===== config.mk =====
export PLATFORM = sky130hd
export DESIGN_NAME = alu_arbiter_flat
export DESIGN_NICKNAME = d
export VERILOG_FILES = /design/src/rtl/cpu_types_pkg.sv /design/src/rtl/alu_if.sv /design/src/rtl/alu.sv /design/src/rtl/rr_grant.sv /design/src/rtl/alu_arbiter.sv /design/src/flat_wrapper.sv
export SDC_FILE = /design/constraint.sdc
export NUM_CORES = 1
export LEC_CHECK = 0
export ABC_AREA = 1
export CAP_MARGIN = 20
export CORE_UTILIZATION = 42
export CTS_CLUSTER_SIZE = 16
export DETAILED_ROUTE_END_ITERATION = 10
export GPL_ROUTABILITY_DRIVEN = 0
export PLACE_DENSITY = 0.94
export RECOVER_POWER = 50
export SLEW_MARGIN = 5
export SYNTH_ARGS = -nofsm -noshare
export SYNTH_HDL_FRONTEND = slang
export SYNTH_SLANG_ARGS = --single-unit

===== constraint.sdc =====
create_clock -name CLK -period 2.3 [get_ports CLK]
set_clock_uncertainty 0.1 [all_clocks]
set_input_delay 0.46 -clock CLK [delete_from_list [all_inputs] [get_ports CLK]]
set_output_delay 0.46 -clock CLK [all_outputs]
set_load 0.01 [all_outputs]

===== src/rtl/cpu_types_pkg.sv =====
`default_nettype none
// ============================================================================
// Module   : cpu_types_pkg
// Brief    : Shared CPU datapath types: word, ALU opcodes, ALU arbiter states.
// Revision : 1.0 - ALU arbiter state type and requester limit added
// ============================================================================
package cpu_types_pkg;

    typedef logic [31:0] word_t;

    typedef enum logic [2:0] {
        ALU_ADD = 3'd0,
        ALU_SUB = 3'd1,
        ALU_AND = 3'd2,
        ALU_OR  = 3'd3,
        ALU_XOR = 3'd4
    } aluop_t;

    typedef enum logic [1:0] {
        IDLE = 2'd0,
        EXEC = 2'd1,
        DONE = 2'd2
    } arb_state_t;

    // Upper bound on requesters sharing one ALU through the arbiter.
    localparam int ALU_ARB_MAXREQ = 4;

endpackage
`default_nettype wire


===== src/rtl/alu_if.sv =====
`default_nettype none
// ============================================================================
// Module   : alu_if
// Brief    : Operand/result bundle between the single ALU and its driver.
// Revision : 1.0 - arb modport for the shared-ALU arbiter
// ============================================================================
interface alu_if;
    import cpu_types_pkg::*;

    aluop_t aluop;
    word_t  port_a;
    word_t  port_b;
    word_t  output_port;
    logic   zero;
    logic   negative;
    logic   overflow;

    // Driver side used by the arbiter.
    modport arb (
        output aluop, port_a, port_b,
        input  output_port, zero, negative, overflow
    );

    // The combinational ALU itself.
    modport alu (
        input  aluop, port_a, port_b,
        output output_port, zero, negative, overflow
    );
endinterface
`default_nettype wire


===== src/rtl/alu.sv =====
`default_nettype none
// ============================================================================
// Module   : alu
// Brief    : Purely combinational 32-bit ALU with zero/negative/overflow flags.
// Revision : 1.0
// ============================================================================
module alu
    import cpu_types_pkg::*;
(
    alu_if.alu aluif
);

    word_t w_result;
    logic  w_overflow;

    // Evaluate the selected operation and its signed-overflow condition.
    always_comb begin
        w_result   = '0;
        w_overflow = 1'b0;
        case (aluif.aluop)
            ALU_ADD: begin
                w_result   = aluif.port_a + aluif.port_b;
                w_overflow = (aluif.port_a[31] == aluif.port_b[31]) &&
                             (w_result[31] != aluif.port_a[31]);
            end
            ALU_SUB: begin
                w_result   = aluif.port_a - aluif.port_b;
                w_overflow = (aluif.port_a[31] != aluif.port_b[31]) &&
                             (w_result[31] != aluif.port_a[31]);
            end
            ALU_AND: w_result = aluif.port_a & aluif.port_b;
            ALU_OR:  w_result = aluif.port_a | aluif.port_b;
            ALU_XOR: w_result = aluif.port_a ^ aluif.port_b;
            default: w_result = '0;
        endcase
    end

    assign aluif.output_port = w_result;
    assign aluif.zero        = (w_result == '0);
    assign aluif.negative    = w_result[31];
    assign aluif.overflow    = w_overflow;

endmodule
`default_nettype wire


===== src/rtl/rr_grant.sv =====
`default_nettype none
// ============================================================================
// Module   : rr_grant
// Brief    : Combinational round-robin picker: first valid index at or after
//            ptr, wrapping modulo N. Returns one-hot grant and its index.
// Revision : 1.0
// ============================================================================
module rr_grant #(
    parameter int N  = 2,
    parameter int PW = (N > 1) ? $clog2(N) : 1
) (
    input  logic [N-1:0]  valid,
    input  logic [PW-1:0] ptr,
    output logic [N-1:0]  grant,
    output logic [PW-1:0] grant_idx
);

    // Scan N candidates starting at ptr; the first valid one wins.
    always_comb begin
        logic          found;
        logic [PW-1:0] cand;
        grant     = '0;
        grant_idx = '0;
        found     = 1'b0;
        cand      = '0;
        for (int k = 0; k < N; k++) begin
            cand = PW'((int'(ptr) + k) % N);
            if (!found && valid[cand]) begin
                found       = 1'b1;
                grant[cand] = 1'b1;
                grant_idx   = cand;
            end
        end
    end

endmodule
`default_nettype wire


===== src/rtl/alu_arbiter.sv =====
`default_nettype none
// ============================================================================
// Module   : alu_arbiter
// Brief    : Round-robin sharing of one combinational ALU among NREQ
//            requesters. Latches the granted op, evaluates it for one cycle,
//            registers result and flags, and holds them for the owner until
//            it takes the response.
// Revision : 1.0
// ============================================================================
module alu_arbiter
    import cpu_types_pkg::*;
#(
    parameter int NREQ = 2
) (
    input  logic            CLK,
    input  logic            RST,
    input  logic [NREQ-1:0] req_valid,
    output logic [NREQ-1:0] req_ready,
    input  aluop_t          req_aluop [NREQ],
    input  word_t           req_a     [NREQ],
    input  word_t           req_b     [NREQ],
    output logic [NREQ-1:0] resp_valid,
    input  logic [NREQ-1:0] resp_ready,
    output word_t           resp_data,
    output logic            resp_zero,
    output logic            resp_negative,
    output logic            resp_overflow,
    alu_if.arb              aluif
);

    localparam int PW = $clog2(NREQ);

    arb_state_t      r_state;
    logic [PW-1:0]   r_ptr;
    logic [PW-1:0]   r_owner;
    aluop_t          r_op;
    word_t           r_a;
    word_t           r_b;

    logic [NREQ-1:0] w_grant;
    logic [PW-1:0]   w_grant_idx;
    logic [PW-1:0]   w_ptr_next;

    rr_grant #(
        .N  (NREQ),
        .PW (PW)
    ) u_rr_grant (
        .valid     (req_valid),
        .ptr       (r_ptr),
        .grant     (w_grant),
        .grant_idx (w_grant_idx)
    );

    // Rotation resumes just past the requester that was last served.
    assign w_ptr_next = (r_owner == PW'(NREQ - 1)) ? '0 : r_owner + 1'b1;

    // Only IDLE offers acceptance; the grant already implies req_valid.
    assign req_ready = (r_state == IDLE) ? w_grant : '0;

    // Latched operands drive the ALU in every state so it stays quiet in IDLE.
    assign aluif.aluop  = r_op;
    assign aluif.port_a = r_a;
    assign aluif.port_b = r_b;

    // Arbiter FSM: accept in IDLE, evaluate in EXEC, hand back in DONE.
    always_ff @(posedge CLK) begin
        if (RST) begin
            r_state       <= IDLE;
            r_ptr         <= '0;
            r_owner       <= '0;
            r_op          <= ALU_ADD;
            r_a           <= '0;
            r_b           <= '0;
            resp_data     <= '0;
            resp_zero     <= 1'b0;
            resp_negative <= 1'b0;
            resp_overflow <= 1'b0;
            resp_valid    <= '0;
        end else begin
            case (r_state)
                IDLE: begin
                    if (|w_grant) begin
                        r_op    <= req_aluop[w_grant_idx];
                        r_a     <= req_a[w_grant_idx];
                        r_b     <= req_b[w_grant_idx];
                        r_owner <= w_grant_idx;
                        r_state <= EXEC;
                    end
                end
                EXEC: begin
                    resp_data     <= aluif.output_port;
                    resp_zero     <= aluif.zero;
                    resp_negative <= aluif.negative;
                    resp_overflow <= aluif.overflow;
                    resp_valid    <= NREQ'(1) << r_owner;
                    r_state       <= DONE;
                end
                DONE: begin
                    if (resp_ready[r_owner]) begin
                        resp_valid <= '0;
                        r_ptr      <= w_ptr_next;
                        r_state    <= IDLE;
                    end
                end
                default: begin
                    resp_valid <= '0;
                    r_state    <= IDLE;
                end
            endcase
        end
    end

endmodule
`default_nettype wire

===== src/flat_wrapper.sv =====
// flat-port wrapper written by rule: the top's interface ports become plain ports
module alu_arbiter_flat import cpu_types_pkg::*;
#(
    parameter int NREQ = 2
)
  (CLK, RST, req_valid, req_ready, req_aluop, req_a, req_b, resp_valid, resp_ready, resp_data, resp_zero, resp_negative, resp_overflow, aluif_aluop, aluif_port_a, aluif_port_b, aluif_output_port, aluif_zero, aluif_negative, aluif_overflow);
  alu_if aluif_i ();
  input  logic CLK;
  input  logic RST;
  input  logic [NREQ-1:0] req_valid;
  output logic [NREQ-1:0] req_ready;
  input  aluop_t req_aluop[NREQ];
  input  word_t req_a[NREQ];
  input  word_t req_b[NREQ];
  output logic [NREQ-1:0] resp_valid;
  input  logic [NREQ-1:0] resp_ready;
  output word_t resp_data;
  output logic resp_zero;
  output logic resp_negative;
  output logic resp_overflow;
  output wire logic [$bits(aluif_i.aluop)-1:0] aluif_aluop;
  output wire logic [$bits(aluif_i.port_a)-1:0] aluif_port_a;
  output wire logic [$bits(aluif_i.port_b)-1:0] aluif_port_b;
  input wire logic [$bits(aluif_i.output_port)-1:0] aluif_output_port;
  input wire logic [$bits(aluif_i.zero)-1:0] aluif_zero;
  input wire logic [$bits(aluif_i.negative)-1:0] aluif_negative;
  input wire logic [$bits(aluif_i.overflow)-1:0] aluif_overflow;
  assign aluif_aluop = aluif_i.aluop;
  assign aluif_port_a = aluif_i.port_a;
  assign aluif_port_b = aluif_i.port_b;
  assign aluif_i.output_port = aluif_output_port;
  assign aluif_i.zero = aluif_zero;
  assign aluif_i.negative = aluif_negative;
  assign aluif_i.overflow = aluif_overflow;
  alu_arbiter #(.NREQ(NREQ)) u_core (.CLK(CLK), .RST(RST), .req_valid(req_valid), .req_ready(req_ready), .req_aluop(req_aluop), .req_a(req_a), .req_b(req_b), .resp_valid(resp_valid), .resp_ready(resp_ready), .resp_data(resp_data), .resp_zero(resp_zero), .resp_negative(resp_negative), .resp_overflow(resp_overflow), .aluif(aluif_i));
endmodule

* Word level (Yosys, flattened, before mapping) *
Cells that the tools add are included.

word-level totals
  word-level logic and storage cells = 67
  flip-flop bits (word level) = 108
  input bits = 175
  output and inout port bits = 106

operators by class
  reduce and logical (&&, ||, !) cells = 10
  equality and inequality tests = 4
  shifts and indexed selects = 1
  order comparisons = 6
  add/sub/neg operators = 2
  muxes and demuxes = 30
  bitwise gates (word level) = 3

operator list
  cell                   count
  $mux W32               6
  $mux W1                12
  $pmux W2 S3            2
  $mux W2                5
  $mux W3                3
  $reduce_and A2 Y1      4
  $lt A1 B2 Y1 const B   3
  $logic_and A1 B1 Y1    3
  $add A1 B1 Y1 const B  2
  $demux W1 S1           2
  $eq A2 B1 Y1 const B   1
  $eq A2 B2 Y1 const B   1
  $ge A1 B1 Y1 const B   2
  $ge A2 B2 Y1 const B   1
  $logic_not A2 Y1       1
  $ne A2 B1 Y1 const B   1
  $ne A2 B2 Y1 const B   1
  $not A1 Y2             1
  $or A2 B2 Y2           1
  $reduce_or A2 Y1       1
  $shl A1 B1 Y2 const A  1
  $logic_not A1 Y1       1
  $not A1 Y1             1

* Depth between registers and ports, before layout *
Gate-level depths: netlist of run 1.

  word-level depth = 10
  gate-level depth with buffers = 9
  gate-level depth less buffers = 7

* Hierarchy *
From an unflattened synthesis of run 1, not the netlist that was laid out.

second synthesis, totals
  cells, all modules = 698
  area total of the unflattened synthesis = 4843.4 µm²

modules (own cells, without submodules)
  module       cells each  instances  area an instance (µm²)  sequential area each (µm²)
  alu_arbiter  693         1          4814.6                  2162.1
  rr_grant     5           1          28.8                    0.0

* Worst setup path after synthesis of run 1 *
No wires, ideal clock.

  kind = input to output
  start = in req_valid[1]
  end = out req_ready[0]
  slack = 0.568 ns
  path buffers = 2
  data required time = 1.740 ns
  stages = 3
  data arrival time = 1.172 ns
  cells stage by stage = buf_2 -> clkbuf_1 -> a211oi_1

between the ends
  longest elaborated chain between the ends = 7
  elaborated cells between the ends (all ways) = 11
  those cells by class = 8 x mux; 1 x bitwise; 2 x reduce/logical

RTL lines
  what                                         RTL line            RTL
  from (decl)                                  flat_wrapper.sv:10  input logic [NREQ-1:0] req_valid;
  $mux W1 (not written as such) (2 in series)  rr_grant.sv:28      if (!found && valid[cand]) begin
  $mux W1                                      rr_grant.sv:28
  $logic_not A1 Y1                             rr_grant.sv:28
  $logic_and A1 B1 Y1                          rr_grant.sv:28
  $mux W2 *                                    rr_grant.sv:28
  $mux W2 *                                    alu_arbiter.sv:58   assign req_ready = (r_state == IDLE) ? w_grant : '0;
  to (decl)                                    flat_wrapper.sv:11  output logic [NREQ-1:0] req_ready;

Every way passes the cells marked *; elsewhere a longest branch is shown, timed or not. The select of a mux whose other input is x is not followed.

* Worst setup path after layout of run 1 *
  start = in req_valid[0]
  end = out req_ready[0]

Same word-level chain as after synthesis.

==> results.ini, run 1 <==
[power]
irDropWorstVdd_uv=372.8
p_leak_nw=4.049
pwr_density_cell_nw_per_um2=662.4

[timing]
fin_crit_sh_pct=92.72
hold_viol=0
rsz0062_at_grt=false
period_minus_slack_ps=2133
drv_slew=0
slew_headroom_pct=23.71
worst-slew-pin-transition_ps=1143
hold_ws_ps=379.5
max_freq_mhz=468.9
tns_ps=0
worst_slack_ps=167.4
setup_viol=0

[grt]
grt_max_degree=59
grtUsageTotal_pct=26.26
first_global_vias=5536
grt_pass1_wl_mm=26.30
antenna_found_initial=0
gr-total-overflow=0

[detailed_routing]
drt_wl_total_mm=16.52
drc=0
num_vias=5912
viasPerCell=4.756
routedWlPerCell_um=13.29
drtIter0Drc=314
drt.antenna.violating_nets=0
drtPass1Iterations=4

[floorplanning]
dieArea_sq_um=12630
row_count=39
die_y_um=112.4
initial_core_util_pct=43.87
die_x_um=112.4
core_sq_um=11660
ios=281

[yosys]
ys_dominant_reg_cell=dfxtp_1
syn_avg_cell_area_sq_um=6.112
synth.most_common_cell=nand2_1
ys_ff_latch=108
yosys.area.top_type=dfxtp_1
synth_edf_count=0
synth_common_cells=nand2_1 (279), nor2_1 (207), dfxtp_1 (108), inv_1 (71), nand3_1 (69)
yosys_warnings=0
async_flop_share_pct=0
synth_nets=1012
seq_area_frac_synth_pct=42.26
yosys-top-cells-area=dfxtp_1 (42%), nand2_1 (20%), nor2_1 (15%)
synth_cell_types=17
yosysTopAreaCellShare_pct=42.26
synth_area_sq_um=5116
syn_inst=837

[worst_setup_path]
endpoint_kind=output pin
crit_path_start=req_valid[0]
crit_buf_inv=3
worstSetupPathDepth=4
cp-endpoint=req_ready[0]
worstPathArrival_ps=1570
critPathKind=input pin to output pin
cpPeakStageDelay_ps=580
critical_path.top_delay_family=buffers and inverters
cp_max_fo=2
slowest_stage=dlygate4sd3_1
critPathRequiredTime_ps=1740
r2r-end=u_core.resp_valid[1]
r2r_setup_slack_ps=490
start_kind=input pin
cp_cell_sequence=dlygate4sd3_1, inv_2, a211oi_1, dlygate4sd2_1
reg2reg_from=u_core.r_state[0]
rr_worst_depth=4

[status]
outcome=complete, no violations

[placement]
hpwl_mm=12.24
dp.cells=1227
port_buffers=280
preCtsSetupSlack_ps=-49.29

[cells_and_area]
final_cells=1243
insertedDiodeCount=0
fin_nets=1270
syn_to_final_growth_pct=63.22
drive_gt1_share_pct=4.091
post-route-util_pct=71.60

[hold_path]
whs_path_depth=2
hold_path_class=register to register

[clock_network]
cts_tree=yes
cts_inserted_buffers=9
cts_max_level=3
hold_buffers=0
cts-root-buf=clkbuf_16
numClockSinks=108
clockBufferDepth=2
post_cts_buffers=0
clk_pin_slew_ps=80
clock_latency_ps=350

[job]
drv_cap=0

## worst min-delay path, delay by kind of cell (launching register included)
kind	cells	cell delay (ps)
and+or+nand+nor	2	120
DFF	1	320
## flip-flops by register name, indices dropped and copies added, names as in the netlist
name,count
u_core.aluif.aluop,3
u_core.aluif.port_a,32
u_core.aluif.port_b,32
u_core.r_owner,1
u_core.r_ptr,1
u_core.r_state,2
u_core.resp_data,32
u_core.resp_negative,1
u_core.resp_overflow,1
u_core.resp_valid,2
u_core.resp_zero,1
## stage by stage
step | power, W | area, sq um
4_1_cts | 0.005637 | 8348
3_3_place_gp | 0.004090 | 8060
2_1_floorplan | 0.003149 | 5116
6_report | 0.005531 | 8351
5_1_grt | 0.005867 | 8351
3_5_place_dp | 0.004146 | 8060
## what timing repair did
item / 4_1_cts / 5_1_grt
gates resized for setup: 2 / 1
setup endpoints to repair: 2 / 1
gates cloned: 0 / 0
## worst min path at each step
stage,endpoint,slack (ps),from
floorplan,u_core.r_owner,360,u_core.r_owner
global placement,u_core.resp_valid[1],350,u_core.resp_valid[1]
detailed placement,u_core.resp_valid[0],370,u_core.resp_valid[0]
CTS,u_core.resp_valid[0],390,u_core.resp_valid[0]
global route,u_core.resp_data[28],400,u_core.resp_data[28]
finish,u_core.resp_data[28],380,u_core.resp_data[28]
## power by group
part | internal [W] | switching (W)
combinational | 0.000927 | 0.000886
sequential | 0.00211 | 0.000115
clock | 0.000773 | 0.000716
total | 0.00381 | 0.00172
## logic make-up after synthesis
kind of cell / count (synthesis) / synth area share, %
DFF: 108 / 42.26
and+or+nand+nor: 560 / 42.99
buffers and inverters: 128 / 10.69
AOI/OAI and AO/OA: 41 / 4.060
## layout make-up
type	count	area, sq um
Clock buffer	10	239.0
Clock inverter	6	47.55
Fill cell	934	3312
Inverter	75	281.5
Multi-Input combinational cell	601	2417
Sequential cell	108	2162
Tap cell	143	178.9
Timing Repair Buffer	300	3024
## layer usage
metal	GRT usage (%)	part of all wire (%)	vias up
met5	0	0	-
met4	13.33	3.8	0
met3	6.857	6.6	45
met2	47.95	51	200
met1	27.87	38	2633
li1	-	-	3034
## cell usage in the layout, fill, tap and decap left out, drive strengths merged
cell,instances
buf,21
clkinv,4
nand2,281
clkinvlp,1
nand3b,1
nor2,207
a211oi,1
a21oi,5
dlymetal6s2s,1
dfxtp,108
o21ai,35
clkdlybuf4s50,209
nor3,2
clkbuf,10
dlygate4sd3,68
inv,76
nand3,69
dlygate4sd2,1
Power figures use the tool's default switching activity.
==> inputs of run 2 (changes only) <==
CTS_CLUSTER_SIZE = default   (was 16)
==> results of run 2 <==
Same layout as run 1: the final DEF is identical, and so are final timing and power.
